===== config.mk =====
export PLATFORM = sky130hd
export DESIGN_NAME = grf_scoreboard_flat
export DESIGN_NICKNAME = d
export VERILOG_FILES = /design/src/rtl/cpu_pkg.sv /design/src/rtl/grf_scoreboard_if.sv /design/src/rtl/grf_scoreboard_sb_counter.sv /design/src/rtl/grf_scoreboard.sv /design/src/flat_wrapper.sv
export SDC_FILE = /design/constraint.sdc
export NUM_CORES = 2
export LEC_CHECK = 0
export BUFFER_PORTS_ARGS = -buffer_cell sky130_fd_sc_hd__buf_2
export CAP_MARGIN = 5
export CORE_MARGIN = 3
export CORE_UTILIZATION = 33
export CTS_CLUSTER_DIAMETER = 40
export DETAILED_ROUTE_END_ITERATION = 7
export SLEW_MARGIN = 20
export SYNTH_ARGS = -nofsm -noshare
export SYNTH_HDL_FRONTEND = slang
export SYNTH_SLANG_ARGS = --single-unit

===== constraint.sdc =====
create_clock -name clk -period 3.2 [get_ports clk]
set_input_delay 0.32 -clock clk [delete_from_list [all_inputs] [get_ports clk]]
set_output_delay 0.32 -clock clk [all_outputs]
set_load 0.05 [all_outputs]

===== src/rtl/cpu_pkg.sv =====
// Shared CPU constants for the general register file and its scoreboard.
// Optional trace output is enabled by defining GRF_TRACE_EN.
package cpu_pkg;
    localparam logic [4:0] REG_ZERO = 5'd0;
    localparam logic [4:0] REG_RA   = 5'd31;
    localparam int         NUM_GPR  = 32;
    localparam int         DATA_W   = 32;

    // Byte-exact writeback trace line: PC, destination register, data.
    localparam string      TRACE_FMT = "@%h: $%d <= %h";
endpackage


===== src/rtl/grf_scoreboard_if.sv =====
// Writeback, decode-read and issue/flush signals of the register file.
// master = pipeline side driving requests, slave = register file.
interface grf_scoreboard_if;
    import cpu_pkg::*;

    logic              wb_en;
    logic [4:0]        WriteAddr;
    logic [DATA_W-1:0] RegData;
    logic [DATA_W-1:0] wb_pc;
    logic [4:0]        rs_addr;
    logic [4:0]        rt_addr;
    logic [DATA_W-1:0] rs_data;
    logic [DATA_W-1:0] rt_data;
    logic              issue_en;
    logic [4:0]        issue_addr;
    logic              flush;
    logic              rs_busy;
    logic              rt_busy;
    logic              sb_overflow;

    modport master (
        output wb_en, WriteAddr, RegData, wb_pc, rs_addr, rt_addr,
               issue_en, issue_addr, flush,
        input  rs_data, rt_data, rs_busy, rt_busy, sb_overflow
    );

    modport slave (
        input  wb_en, WriteAddr, RegData, wb_pc, rs_addr, rt_addr,
               issue_en, issue_addr, flush,
        output rs_data, rt_data, rs_busy, rt_busy, sb_overflow
    );
endinterface


===== src/rtl/grf_scoreboard_sb_counter.sv =====
// Saturating up/down pending-write counter for one register.
// ovf_o pulses when an increment is refused because the counter is full.
module sb_counter #(
    parameter int MAX_PENDING = 3,
    parameter int CNT_W       = 2
) (
    input  logic             clk,
    input  logic             reset,
    input  logic             inc,
    input  logic             dec,
    input  logic             clr,
    output logic [CNT_W-1:0] cnt_o,
    output logic             ovf_o
);
    logic [CNT_W-1:0] cnt_q;
    logic [CNT_W-1:0] cnt_d;
    logic             dec_eff;

    // Next count: clear wins, inc+dec cancel, no underflow, saturate at max.
    always_comb begin
        cnt_d   = cnt_q;
        ovf_o   = 1'b0;
        dec_eff = dec && (cnt_q != '0);
        if (clr) begin
            cnt_d = '0;
        end else if (inc && !dec_eff) begin
            if (cnt_q == CNT_W'(MAX_PENDING)) begin
                ovf_o = 1'b1;
            end else begin
                cnt_d = cnt_q + 1'b1;
            end
        end else if (dec_eff && !inc) begin
            cnt_d = cnt_q - 1'b1;
        end
    end

    // Count register; reset overrides every other request.
    always_ff @(posedge clk) begin
        if (reset) begin
            cnt_q <= '0;
        end else begin
            cnt_q <= cnt_d;
        end
    end

    assign cnt_o = cnt_q;
endmodule


===== src/rtl/grf_scoreboard.sv =====
// 32x32 register file with write-first bypass and a per-register
// pending-write scoreboard producing decode stall flags.
// Define GRF_TRACE_EN to print one trace line per architectural write.
module grf_scoreboard #(
    parameter int MAX_PENDING = 3,
    parameter int CNT_W       = 2
) (
    input  logic            clk,
    input  logic            reset,
    grf_scoreboard_if.slave bus
);
    import cpu_pkg::*;

    logic [DATA_W-1:0] regs_q [NUM_GPR];
    logic [CNT_W-1:0]  cnt    [NUM_GPR];
    logic [NUM_GPR-1:0] ovf_pulse;
    logic              overflow_q;
    logic              wb_write;
    logic              issue_ok;
    logic              hit_rs;
    logic              hit_rt;

    assign wb_write = bus.wb_en && (bus.WriteAddr != REG_ZERO);
    assign issue_ok = bus.issue_en && !bus.flush;

    // $0 has no counter: it is never pending.
    assign cnt[0]       = '0;
    assign ovf_pulse[0] = 1'b0;

    generate
        for (genvar gi = 1; gi < NUM_GPR; gi++) begin : g_cnt
            sb_counter #(
                .MAX_PENDING(MAX_PENDING),
                .CNT_W      (CNT_W)
            ) u_cnt (
                .clk  (clk),
                .reset(reset),
                .inc  (issue_ok && (bus.issue_addr == 5'(gi))),
                .dec  (bus.wb_en && (bus.WriteAddr == 5'(gi))),
                .clr  (bus.flush),
                .cnt_o(cnt[gi]),
                .ovf_o(ovf_pulse[gi])
            );
        end
    endgenerate

    // Architectural register array; a WB still lands during a flush.
    always_ff @(posedge clk) begin
        if (reset) begin
            for (int i = 0; i < NUM_GPR; i++) begin
                regs_q[i] <= '0;
            end
        end else if (wb_write) begin
            regs_q[bus.WriteAddr] <= bus.RegData;
        end
    end

    // Sticky overflow flag, cleared only by reset.
    always_ff @(posedge clk) begin
        if (reset) begin
            overflow_q <= 1'b0;
        end else if (|ovf_pulse) begin
            overflow_q <= 1'b1;
        end
    end

    assign hit_rs = bus.wb_en && (bus.WriteAddr == bus.rs_addr);
    assign hit_rt = bus.wb_en && (bus.WriteAddr == bus.rt_addr);

    // Read ports with write-first bypass; $0 is hard-wired to zero.
    always_comb begin
        bus.rs_data = regs_q[bus.rs_addr];
        bus.rt_data = regs_q[bus.rt_addr];
        if (hit_rs) bus.rs_data = bus.RegData;
        if (hit_rt) bus.rt_data = bus.RegData;
        if (bus.rs_addr == REG_ZERO) bus.rs_data = '0;
        if (bus.rt_addr == REG_ZERO) bus.rt_data = '0;
    end

    // Busy only if a write remains pending after any retirement this cycle.
    assign bus.rs_busy = (bus.rs_addr != REG_ZERO) && (cnt[bus.rs_addr] > CNT_W'(hit_rs));
    assign bus.rt_busy = (bus.rt_addr != REG_ZERO) && (cnt[bus.rt_addr] > CNT_W'(hit_rt));
    assign bus.sb_overflow = overflow_q;

`ifdef GRF_TRACE_EN
    // Trace of every committed architectural write.
    always_ff @(posedge clk) begin
        if (!reset && wb_write) begin
            $display(TRACE_FMT, bus.wb_pc, bus.WriteAddr, bus.RegData);
        end
    end
`else
    logic unused_wb_pc;
    assign unused_wb_pc = ^bus.wb_pc;
`endif
endmodule


===== src/flat_wrapper.sv =====
// flat-port wrapper written by rule: the top's interface ports become plain ports
module grf_scoreboard_flat import cpu_pkg::*;
#(
    parameter int MAX_PENDING = 3,
    parameter int CNT_W       = 2
)
  (clk, reset, bus_wb_en, bus_WriteAddr, bus_RegData, bus_wb_pc, bus_rs_addr, bus_rt_addr, bus_issue_en, bus_issue_addr, bus_flush, bus_rs_data, bus_rt_data, bus_rs_busy, bus_rt_busy, bus_sb_overflow);
  grf_scoreboard_if bus_i ();
  input  logic clk;
  input  logic reset;
  input wire logic [$bits(bus_i.wb_en)-1:0] bus_wb_en;
  input wire logic [$bits(bus_i.WriteAddr)-1:0] bus_WriteAddr;
  input wire logic [$bits(bus_i.RegData)-1:0] bus_RegData;
  input wire logic [$bits(bus_i.wb_pc)-1:0] bus_wb_pc;
  input wire logic [$bits(bus_i.rs_addr)-1:0] bus_rs_addr;
  input wire logic [$bits(bus_i.rt_addr)-1:0] bus_rt_addr;
  input wire logic [$bits(bus_i.issue_en)-1:0] bus_issue_en;
  input wire logic [$bits(bus_i.issue_addr)-1:0] bus_issue_addr;
  input wire logic [$bits(bus_i.flush)-1:0] bus_flush;
  output wire logic [$bits(bus_i.rs_data)-1:0] bus_rs_data;
  output wire logic [$bits(bus_i.rt_data)-1:0] bus_rt_data;
  output wire logic [$bits(bus_i.rs_busy)-1:0] bus_rs_busy;
  output wire logic [$bits(bus_i.rt_busy)-1:0] bus_rt_busy;
  output wire logic [$bits(bus_i.sb_overflow)-1:0] bus_sb_overflow;
  assign bus_i.wb_en = bus_wb_en;
  assign bus_i.WriteAddr = bus_WriteAddr;
  assign bus_i.RegData = bus_RegData;
  assign bus_i.wb_pc = bus_wb_pc;
  assign bus_i.rs_addr = bus_rs_addr;
  assign bus_i.rt_addr = bus_rt_addr;
  assign bus_i.issue_en = bus_issue_en;
  assign bus_i.issue_addr = bus_issue_addr;
  assign bus_i.flush = bus_flush;
  assign bus_rs_data = bus_i.rs_data;
  assign bus_rt_data = bus_i.rt_data;
  assign bus_rs_busy = bus_i.rs_busy;
  assign bus_rt_busy = bus_i.rt_busy;
  assign bus_sb_overflow = bus_i.sb_overflow;
  grf_scoreboard #(.MAX_PENDING(MAX_PENDING), .CNT_W(CNT_W)) u_core (.clk(clk), .reset(reset), .bus(bus_i));
endmodule

== After elaboration in Yosys (flattened, before gate mapping) ==
Memories as Yosys holds them, arrays and structs flattened.
Index checks and enable logic that the tools add are counted.
Widths: inputs -> output; s select.
Storage, ports and cells
  flip-flop bits (word level): 63
  RAM bits: 1024
  word-level logic and storage cells: 756
  memories kept: 1
Memory list
  u_core.regs_q: depth 32, width 32, rd ports 2, clocked after memory_dff 0, write ports 32, RTL line grf_scoreboard.sv:14  | logic [DATA_W-1:0] regs_q [NUM_GPR];
Operators by class
  add/sub/neg operators: 62
  order comparisons: 4
  eq/ne operators: 126
  multiplexer cells: 204
  bitwise operators: 2
  reductions and logical operators: 325
Operator list (number)
  $mux 2: 97
  $logic_and 1x1->1: 161
  $eq 5x5->1 const B: 32
  $mux 32: 5
  $reduce_bool 2->1: 62
  $mux 1: 99
  $eq 5x4->1 const B: 16
  $logic_not 1->1: 63
  $add 2x1->2 const B: 31
  $eq 2x2->1 const B: 31
  $ne 2x2->1 const B: 31
  $reduce_and 2->1: 31
  $sub 2x1->2 const B: 31
  $eq 5x3->1 const B: 8
  $reduce_or 32->1: 1
  $reduce_or 31->1: 1
  $bmux 2 s5: 2
  $eq 5x2->1 const B: 4
  $reduce_bool 5->1: 3
  $ge 6x6->1 const B: 2
  $not 5->6: 2
  $eq 5x1->1 const B: 2
  $eq 5x5->1: 2
  $logic_not 5->1: 2
  3 further kinds: 4

== Depth between registers and ports, before layout ==
  word-level depth: 8
  gate-level depth with buffers: 13
  depth with buffers taken out: 9

== Cells and area by module ==
From an unflattened synthesis, not the netlist that was laid out.
Unflattened totals
  cell total of the unflattened synthesis: 4357
  area total of the unflattened synthesis: 60927.2 um^2
Modules (own cells, without submodules)
  grf_scoreboard: times used 1, cells each 3861, area each 56854.5 um^2, sequential area each 30769.5 um^2
  sb_counter: times used 31, cells each 16, area each 131.4 um^2, sequential area each 40.0 um^2

== Worst setup path after synthesis ==
Ideal clock, no wire load.
  path kind: input-to-output
  start: in bus_rs_addr[1]
  end: out bus_rs_busy
  data arrival time: 3.342 ns
  slack: -0.462 ns
  cell stages on the path: 9
  cell sequence: buf_2 buf_2 buf_1 mux4_2 mux4_2 o21ai_0 ha_1 or2_2 a21oi_1
Between the ends
  longest elaborated chain between the ends: 6
  elaborated cells between the ends (all ways): 9
  those cells by class: 1 x order compare; 1 x eq/ne; 3 x mux; 1 x bitwise; 3 x reduce/logical
RTL lines
  start, declared: RTL line flat_wrapper.sv:15  | input wire logic [$bits(bus_i.rs_addr)-1:0] bus_rs_addr;
  $not 5->6 (not written as such): RTL line grf_scoreboard.sv:81  | assign bus.rs_busy = (bus.rs_addr != REG_ZERO) && (cnt[bus.rs_addr] > CNT_W'(hit_rs));
  $bmux 2 s5: RTL line grf_scoreboard.sv:81
  $mux 2 (not written as such) (2 in series): RTL line grf_scoreboard.sv:81
  $gt 2x1->1: RTL line grf_scoreboard.sv:81
  $logic_and 1x1->1 *: RTL line grf_scoreboard.sv:81
  end, declared: RTL line flat_wrapper.sv:22  | output wire logic [$bits(bus_i.rs_busy)-1:0] bus_rs_busy;
Mark *: on every way between the ends. The rest lies on a longest branch, timed or not. The select of a mux whose other input is x is not followed.

== Worst setup path in the final report ==
  start: reg u_core.g_cnt[9].u_cnt.cnt_q[0]
  end: out bus_rt_busy
Between the ends
  longest elaborated chain between the ends: 5
RTL lines
  start, declared: RTL line grf_scoreboard_sb_counter.sv:15  | logic [CNT_W-1:0] cnt_q;
  start signal, assigned: RTL line grf_scoreboard_sb_counter.sv:42  | cnt_q <= cnt_d;
  $bmux 2 s5: RTL line grf_scoreboard.sv:82  | assign bus.rt_busy = (bus.rt_addr != REG_ZERO) && (cnt[bus.rt_addr] > CNT_W'(hit_rt));
  $mux 2 (not written as such) (2 in series): RTL line grf_scoreboard.sv:82
  $gt 2x1->1: RTL line grf_scoreboard.sv:82
  $logic_and 1x1->1: RTL line grf_scoreboard.sv:82
  end, declared: RTL line flat_wrapper.sv:23  | output wire logic [$bits(bus_i.rt_busy)-1:0] bus_rt_busy;
Every way passes these cells. The select of a mux whose other input is x is not followed.

==> metrics <==
Worst-Margin Slew=1.155 ns; Antenna Nets Post-Route=0; 1st-pass router iterations=6; CP Capture Type=output pin; Highest Clock Rate=0.2866 GHz; Routability Congestion=0.9249; Max Buffers Root-to-Sink=3; Pins Over Slew Limit=0; Final Hold Viols=0; post-layout util=40.23%; worst min path class=input port to register; failing checks=negative setup slack; Final Instance Area=73100 um2; vias in the first global route=41690; Synth Area in Compound Gates=5.947%; RSZ-0062 raised after global routing=true; Skew-Pair Late Insertion Delay=0.77 ns; Core Rows=156; peak supply drop=505.2 uV; CTS tree=built; gr ovfl total=0; share of cells above drive strength 1=30.50%; drt initial violations=5062; die area=189100 um2; hold_ws=0.08587 ns; YS warnings=0; reported max-cap violation count=0; first-pass GRT wire length=303900 um; CTS Buf Count=144; vias=41670; count of unique library cells instantiated by Yosys=68; Synth Area in Adders=0.04123%; pin count of the biggest net entering global routing=68; Global Route Usage Sum=22.13%; Post-Place Worst Slack=-0.4785 ns; Most used DFF post-synth=edfxtp_1; post-synthesis simple-gate area fraction=14.48%; Fin Setup TNS=-0.7218 ns; Worst setup SP type=register; sequential share of the synthesized area=52.74%; DR WL/cell=29.81 um; status=finished, violations left; Die Width=434.9 um; clock tree sinks=1087; ys async rst share=0%; WL final=214700 um; Post-Layout Cell Count=7202; Post-route DRC=0; placed inst area=67480 um2; initial core utilization=33.40%; Crit path arrival time=3.17 ns; Final Cycle Share=109.1%; Final #Nets=4718; mux contribution to synthesized area=23.43%; DPL Wire Length=131600 um; Avg Synthesized Cell Area=13.82 um2; number of synthesized flops with an enable pin=1024; Port Buffers=123; Chip Height=434.9 um; area grow syn2layout=20.44%; max_slew headroom=22.82%; post-route setup slack=-0.2898 ns; Critical Path RT=2.88 ns; core area=181700 um2; Root Buffer=clkbuf_16; drt via density=5.786; clk slew on worst S/H paths=0.06 ns; initial antenna violation count=14; Critical Path Fanout Max=8; LEAKAGE=25.44 nW; post-synthesis register bit count=1087; main combinational cell family by area after synthesis=multiplexers; I/O pin total=156; Final setup violation count=4; H-Tree Depth=4; PD cells=537.9 nW/um2; Final min period=3.490 ns; Mapped Area=60700 um2; WS Path Type=register to output pin; placed cells=6929; Pwr Total=39.32 mW; worst clock skew=0.01209 ns; Synth Area in XOR/XNOR=0.1443%; Post-Syn Instances=4393
==> power breakdown <==
part	switching (mW)	internal, mW	leakage, nW	total, mW
Sequential	0.369	16.3	10.3	16.7
Combinational	3.42	2.52	12.8	5.94
Clock	6.84	9.88	2.39	16.7
Total	10.6	28.7	25.4	39.3
==> state kept, by name, summed over array words and instances, names as in the netlist <==
signal and cells:
u_core.regs_q 1024, u_core.bus.sb_overflow 1, u_core.g_cnt.u_cnt.cnt_o 62
==> kinds of logic after synthesis <==
group / Yosys count
compound gates: 534
simple gates: 1519
fa+ha+maj: 2
flops: 1087
mux: 785
buf+inv: 455
other cells: 1
xor+xnor: 10
==> cell usage after synthesis, types with 8 or more instances <==
cell	count	area share (%)
inv_1	8	0.049
nor2_1	190	1.2
a221oi_1	83	1.2
a21oi_1	98	0.81
nor3_1	28	0.23
nand3_1	51	0.42
mux2_2	17	0.32
mux4_2	507	19
a311oi_1	25	0.36
clkbuf_1	305	1.9
nand2_1	106	0.66
nor4_1	9	0.093
buf_4	26	0.32
mux2i_1	261	4.3
and3_1	15	0.15
or2_2	36	0.37
o211ai_1	36	0.45
buf_1	28	0.17
nor2b_1	26	0.27
o21ai_0	111	0.92
dfxtp_1	63	2.1
xor2_1	8	0.12
nand2b_1	18	0.19
a211oi_1	64	0.79
and2_1	994	10
buf_2	80	0.66
a22oi_1	61	0.75
edfxtp_1	1024	51
o22ai_1	27	0.28
==> routing by layer <==
| layer | part of all wire [%] | wire, um | up-vias | GRT usage [%] |
|---|---|---|---|---|
| li1 | - | - | 17420 | - |
| met1 | 38 | 80790 | 21540 | 27.44 |
| met2 | 48 | 103900 | 2181 | 36.53 |
| met3 | 8.1 | 17480 | 529 | 3.824 |
| met4 | 5.8 | 12530 | 4 | 12.66 |
| met5 | 0.011 | 24 | - | 0 |
==> worst paths after layout <==
kind / depth (start not counted) / slack (ns) / to / from
setup reg to reg: 7 / 1.24 / u_core.bus.sb_overflow / u_core.g_cnt[8].u_cnt.cnt_o[0]
hold reg to reg: 2 / 0.47 / u_core.bus.sb_overflow / u_core.bus.sb_overflow
setup / recovery: 7 / -0.29 / bus_rt_busy / u_core.g_cnt[9].u_cnt.cnt_o[0]
hold / removal: 2 / 0.09 / u_core.regs_q[20][14] / bus_RegData[14]
==> repair_timing <==
item                                    CTS  global route
pin swaps                                19            18
hold endpoints to repair                  1             0
endpoints found under the setup margin   28            42
hold buffers                              1             0
setup buffers                             3             4
resized for setup                        76            67
==> placed cells by master (no fill, tap or decap), drive strengths merged, types with 32 or more instances in the layout <==
master  instances
nand2         106
clkbuf        162
edfxtp       1024
a211oi         64
nor2          192
o211ai         37
a221oi         83
o21ai         115
conb           32
dfxtp          63
and2          995
mux4          507
inv            40
a22oi          61
nand3          51
a21oi          98
buf           501
clkinv         43
or2            39
mux2i         261
==> worst max-delay path, cell delays in order, from the launching register on <==
cell,delay (ns)
dfxtp_2,0.37
mux4_2,0.48
mux4_2,0.52
mux2i_1,0.18
ha_1,0.26
or2_4,0.24
a21oi_4,0.19
buf_12,0.16
==> final cells by class <==
cell class,instances,area [um2]
Timing Repair Buffer,502,5263
Inverter,10,37.54
Fill cell,16630,108600
Tap cell,2449,3064
Clock inverter,101,1229
Sequential cell,1087,32040
Multi-Input combinational cell,2882,27720
Antenna cell,9,22.52
Clock buffer,162,3724
Power figures use the tool's default switching activity.
